$ cat src/rtl/trng_word_collector.sv
// TRNG consumer: RCT/APT health tests on accepted bits, LSB-first word packing, small output FIFO.
// Word visible one cycle after its last bit; a health trip drops the partial word and flushes the FIFO.
module trng_word_collector #(
  parameter int WORD_W     = 32,
  parameter int FIFO_DEPTH = 4,
  parameter int RCT_CUTOFF = 21,
  parameter int APT_WINDOW = 1024,
  parameter int APT_CUTOFF = 589
) (
  input  logic                          clk,
  input  logic                          rst_n,
  input  logic                          enable,
  input  logic                          bit_in,
  input  logic                          bit_valid,
  input  logic                          clear_fail,
  output logic [WORD_W-1:0]             word_data,
  output logic                          word_valid,
  input  logic                          word_ready,
  output logic                          health_fail,
  output logic                          overflow,
  output logic [$clog2(FIFO_DEPTH):0]   fifo_level
);

  localparam int PTR_W = $clog2(FIFO_DEPTH);
  localparam int LVL_W = PTR_W + 1;
  localparam int CNT_W = $clog2(WORD_W);
  localparam int RUN_W = $clog2(RCT_CUTOFF + 1);
  localparam int IDX_W = $clog2(APT_WINDOW);
  localparam int MAT_W = $clog2(APT_WINDOW + 1);

  localparam logic [CNT_W-1:0] LAST_BIT = CNT_W'(WORD_W - 1);
  localparam logic [RUN_W-1:0] RUN_TRIP = RUN_W'(RCT_CUTOFF);
  localparam logic [IDX_W-1:0] IDX_LAST = IDX_W'(APT_WINDOW - 1);
  localparam logic [MAT_W-1:0] MAT_TRIP = MAT_W'(APT_CUTOFF);
  localparam logic [LVL_W-1:0] LVL_FULL = LVL_W'(FIFO_DEPTH);

  logic [WORD_W-1:0] sr_q, sr_d;
  logic [CNT_W-1:0]  cnt_q, cnt_d;
  logic [RUN_W-1:0]  run_q, run_d;
  logic              prev_q, prev_d;
  logic [IDX_W-1:0]  idx_q, idx_d;
  logic              ref_q, ref_d;
  logic [MAT_W-1:0]  mat_q, mat_d;
  logic              fail_q, fail_d;
  logic              ovf_q, ovf_d;
  logic [WORD_W-1:0] mem_q [FIFO_DEPTH];
  logic [WORD_W-1:0] mem_d [FIFO_DEPTH];
  logic [PTR_W-1:0]  wr_q, wr_d, rd_q, rd_d;
  logic [LVL_W-1:0]  lvl_q, lvl_d;

  logic              acc, trip, word_done, pop, push_ok;
  logic [RUN_W-1:0]  run_nx;
  logic [MAT_W-1:0]  mat_nx;
  logic [WORD_W-1:0] full_word;

  assign word_valid  = (lvl_q != '0);
  assign word_data   = word_valid ? mem_q[rd_q] : '0;
  assign health_fail = fail_q;
  assign overflow    = ovf_q;
  assign fifo_level  = lvl_q;

  always_comb begin
    acc       = enable & bit_valid & ~fail_q & ~clear_fail;
    run_nx    = ((run_q == '0) || (bit_in != prev_q)) ? RUN_W'(1) :
                (run_q == RUN_TRIP) ? run_q : run_q + RUN_W'(1);
    // At window start the bit becomes the reference and counts as its own match.
    mat_nx    = (idx_q == '0) ? MAT_W'(1) : mat_q + MAT_W'(bit_in == ref_q);
    trip      = acc & ((run_nx == RUN_TRIP) | (mat_nx == MAT_TRIP));
    word_done = acc & ~trip & (cnt_q == LAST_BIT);
    full_word = {bit_in, sr_q[WORD_W-1:1]};
    pop       = word_valid & word_ready & ~trip;
    push_ok   = word_done & ((lvl_q != LVL_FULL) | pop);

    sr_d   = sr_q;
    cnt_d  = cnt_q;
    run_d  = run_q;
    prev_d = prev_q;
    idx_d  = idx_q;
    ref_d  = ref_q;
    mat_d  = mat_q;
    fail_d = fail_q;
    ovf_d  = ovf_q;
    mem_d  = mem_q;
    wr_d   = wr_q;
    rd_d   = rd_q;
    lvl_d  = lvl_q;

    if (clear_fail) begin
      run_d  = '0;
      prev_d = 1'b0;
      idx_d  = '0;
      ref_d  = 1'b0;
      mat_d  = '0;
      cnt_d  = '0;
      fail_d = 1'b0;
    end else if (acc) begin
      run_d  = run_nx;
      prev_d = bit_in;
      mat_d  = mat_nx;
      if (idx_q == '0) ref_d = bit_in;
      idx_d  = (idx_q == IDX_LAST) ? '0 : idx_q + IDX_W'(1);
      if (trip) begin
        fail_d = 1'b1;
        cnt_d  = '0;
      end else begin
        sr_d  = full_word;
        cnt_d = word_done ? '0 : cnt_q + CNT_W'(1);
      end
    end

    if (trip) begin
      wr_d  = '0;
      rd_d  = '0;
      lvl_d = '0;
    end else begin
      if (pop) rd_d = rd_q + PTR_W'(1);
      if (push_ok) begin
        mem_d[wr_q] = full_word;
        wr_d        = wr_q + PTR_W'(1);
      end
      if (word_done & ~push_ok) ovf_d = 1'b1;
      lvl_d = lvl_q + LVL_W'(push_ok) - LVL_W'(pop);
    end
  end

  always_ff @(posedge clk) begin
    if (!rst_n) begin
      sr_q   <= '0;
      cnt_q  <= '0;
      run_q  <= '0;
      prev_q <= 1'b0;
      idx_q  <= '0;
      ref_q  <= 1'b0;
      mat_q  <= '0;
      fail_q <= 1'b0;
      ovf_q  <= 1'b0;
      wr_q   <= '0;
      rd_q   <= '0;
      lvl_q  <= '0;
    end else begin
      sr_q   <= sr_d;
      cnt_q  <= cnt_d;
      run_q  <= run_d;
      prev_q <= prev_d;
      idx_q  <= idx_d;
      ref_q  <= ref_d;
      mat_q  <= mat_d;
      fail_q <= fail_d;
      ovf_q  <= ovf_d;
      wr_q   <= wr_d;
      rd_q   <= rd_d;
      lvl_q  <= lvl_d;
    end
  end

  // Storage needs no reset: word_data is masked while the FIFO is empty.
  always_ff @(posedge clk) begin
    mem_q <= mem_d;
  end

endmodule

$ cat config.mk
export PLATFORM = sky130hd
export DESIGN_NAME = trng_word_collector
export DESIGN_NICKNAME = d
export VERILOG_FILES = /design/src/rtl/trng_word_collector.sv
export SDC_FILE = /design/constraint.sdc
export NUM_CORES = 1
export LEC_CHECK = 0
export ABC_AREA = 0
export CORE_ASPECT_RATIO = 1.1
export CORE_MARGIN = 4
export CORE_UTILIZATION = 36
export CTS_BUF_LIST = sky130_fd_sc_hd__clkbuf_16
export CTS_CLUSTER_DIAMETER = 120
export DETAILED_ROUTE_END_ITERATION = 7
export PLACE_DENSITY_LB_ADDON = 0.3
export SLEW_MARGIN = 5
export SYNTH_ARGS = -nofsm -noshare
export SYNTH_HDL_FRONTEND = slang
export SYNTH_SLANG_ARGS = --single-unit
$ cat constraint.sdc
create_clock -name clk -period 3.9 [get_ports clk]
set_clock_uncertainty 0.1 [all_clocks]
set_input_delay 0.975 -clock clk [delete_from_list [all_inputs] [get_ports clk]]
set_output_delay 0.975 -clock clk [all_outputs]
set_load 0.03 [all_outputs]
==> results.tsv <==
stage	metric	value	unit
synthesis	post-synthesis xor/xnor area fraction	1.61	%
detailed_routing	final WL	16.5	mm
synthesis	adder-cell share of the synthesized area	2.25	%
sta	setup_tns	0	ns
pwr	VDD IR max	0.313	mV
global_routing	total congestion overflow	0	
final_layout	# diodes	0	
critical_path	critical-path maximum fanout	5	
synthesis	largest family of logic cells by synthesized area	simple AND/OR/NAND/NOR gates	
outcome	status	completed	
synthesis	post-synthesis simple-gate area fraction	15.4	%
sta	count of final setup violators	0	
cts	Root Driver	clkbuf_16	
sta	slew of the pin with the lowest slew margin	0.836	ns
cts	H-Tree Depth	1	
synthesis	syn_nets	672	
synthesis	most common cell in the synthesized netlist	edfxtp_1	
die	Placeable Area	23700	um^2
die	Die H	171	um
synthesis	Synth Register Bits	201	
place	count of input and output buffers	44	
sta	min cycle time layout	3.66	ns
sta	Worst slew margin	44.3	%
pwr	static leakage	0.00350	uW
place	Post-DP Area	9660	um^2
detailed_routing	DR pass1 iterations	4	
final_layout	multi-input logic area	3110	um^2
die	die area	26700	um^2
detailed_routing	via count	5285	
synthesis	syn_area_per_cell	13.4	um^2
synthesis	yosys warns	0	
global_routing	All-Layer GR Usage	12.5	%
cts	clock sink count	201	
critical_path	WP data required	4.15	ns
global_routing	largest net degree at the start of global routing	67	
synthesis	top_reg_cell synth	edfxtp_1	
synthesis	Yosys top cell area share	44.3	%
cts	clock buffer count from CTS	21	
critical_path	CP Data Arrival Time	3.91	ns
critical_path	Critical Path End Type	register	
die	Boundary Pins	45	
pwr	Final Power	5130	uW
place	HPWL Detailed	10.4	mm
cts	TritonCTS clock tree	built	
final_layout	nets@finish	736	
cts	# hold bufs at CTS	0	
synthesis	cell taking the most area after synthesis	edfxtp_1	
synthesis	Mapped Cells	650	
sta	Fin. Hold Viols	0	
place	DP Cell Count	994	
global_routing	first-pass GRT wire length	27.5	mm
synthesis	Post-synth top cells	128 x edfxtp_1, 73 x dfxtp_1, 55 x nand2_1	
synthesis	Netlist Area Pre-Place	8690	um^2
detailed_routing	Avg WL per Cell	16.0	um
cts	setup bufs post-CTS	0	
cts	clk buf depth	3	
die	row count	59	
sta	Period Utilization, post-route	93.8	%
die	Die W	156	um
critical_path	Worst Setup Start Kind	primary input	
cts	Clock Latency Late Sink	0.49	ns
global_routing	initial antenna violation count	0	
detailed_routing	Via density	5.12	
synthesis	multiplexer area fraction after synthesis	8.69	%
detailed_routing	Routed Antenna Nets	0	
synthesis	Seq/Total Area, Yosys	61.1	%
min_path	Min-Delay Path Class	reg2reg	
sta	RSZ-0062 raised after global routing	false	
critical_path	critical path class	in2reg	
synthesis	area fraction in compound gates after synthesis	7.78	%
pwr	P per Cell Area	498	nW/um^2
final_layout	Fillers	2139	
synthesis	post-synth cell types	66	
synthesis	Async S/R FF share, synth	0	%
final_layout	layout cells sized above 1	22.1	%
detailed_routing	post-route DRC violation count	0	
detailed_routing	First DRT Iteration DRCs	300	
place	GPL Wtd Cong	0.776	
cts	post-cts sizing count	0	
sta	Max Transition Viols Final	0	
final_layout	synthesis-to-layout area growth	18.6	%
final_layout	Final Instance Count excl. Fillers	1033	
synthesis	number of flops mapped to enable cells by yosys	128	
cts	Worst-path clk slew	0.06	ns
run	max_cap viols	0	
global_routing	vias in the first global route	5327	
sta	Fmax	274	MHz
synthesis	Area contributors post-synth	edfxtp_1 44%, dfxtp_1 17%, mux4_2 8.3%, and2_1 2.8%, nand2_1 2.4%	
die	initial core utilization	36.7	%
final_layout	Reg area	5310	um^2
final_layout	Finished Cell Area	10300	um^2
[worst max-delay path, cell delays in order]
cell	delay [ns]
clkdlybuf4s50_1	0.44
xnor2_1	0.14
ha_1	0.19
ha_1	0.24
and3_1	0.27
a32o_1	0.25
a32o_2	0.23
a31o_2	0.24
a21o_1	0.19
buf_4	0.13
fa_1	0.40
xnor2_1	0.16
nor2_1	0.06
[kinds of logic (layout without fill, tap and decap cells)]
| group | count (synthesis) | after routing |
|---|---|---|
| buf+inv | 55 | 133 |
| compound gates | 95 | 95 |
| flops | 201 | 201 |
| simple gates | 233 | 233 |
| mux | 35 | 35 |
| xor+xnor | 16 | 16 |
| fa+ha+maj | 15 | 15 |
[cell type report]
cell class	instances	area share (%)
clock buffer	21	5.10
timing repair buffer	83	8.04
multi-input combinational	394	30.2
sequential	201	51.5
clock inverter	16	1.01
inverter	13	0.474
tap	305	3.70
[metal layers]
| layer | up-vias | track usage, % | wire length [um] |
|---|---|---|---|
| met4 | 0 | 3.36 | 282 |
| li1 | 2546 | - | - |
| met3 | 27 | 2.05 | 711 |
| met5 | - | 0 | 0 |
| met1 | 2617 | 16.5 | 7200 |
| met2 | 95 | 21.5 | 8340 |
[stage by stage]
stage          hold WS, ns  setup slack [ns]  utilization, %
2_1_floorplan        0.346             0.145               -
3_3_place_gp         0.356            -0.210            40.8
3_5_place_dp         0.368            -0.280            40.8
4_1_cts              0.378             0.230            43.4
5_1_grt              0.394            0.0430            43.5
6_report             0.374             0.244            43.5
[placed cells by master (no fill, tap or decap), types with 20 or more instances in the layout]
cell	n
o21ai_2	20
dfxtp_1	72
clkdlybuf4s50_1	43
a21oi_1	21
nor2_1	38
mux4_2	32
buf_4	31
clkbuf_16	21
edfxtp_1	128
nand3_2	20
nand3_1	29
nand2_1	55
and2_1	35
[state kept, by name (all words and copies together), names as in the netlist, 2 cells and up]
register / cells
wr_q: 2
cnt_q: 5
sr_q: 31
mem_q: 128
rd_q: 2
mat_q: 11
run_q: 5
idx_q: 10
fifo_level: 3
[report_power, final]
group | leakage (uW) | switching (uW) | total, uW | internal [uW]
Clock | 0.000330 | 767 | 1810 | 1050
Combinational | 0.00130 | 614 | 1030 | 419
Sequential | 0.00187 | 24.1 | 2280 | 2260
Total | 0.00350 | 1400 | 5130 | 3730
[final timing paths]
| kind | cells after the start | end | slack (ns) | start |
|---|---|---|---|---|
| setup / recovery | 13 | fifo_level[2] | 0.24 | bit_in |
| hold reg to reg | 2 | cnt_q[1] | 0.37 | cnt_q[1] |
| setup reg to reg | 12 | fifo_level[2] | 0.67 | run_q[0] |
| hold / removal | 2 | cnt_q[1] | 0.37 | cnt_q[1] |
Note: power is estimated with default switching activity, not from simulation.
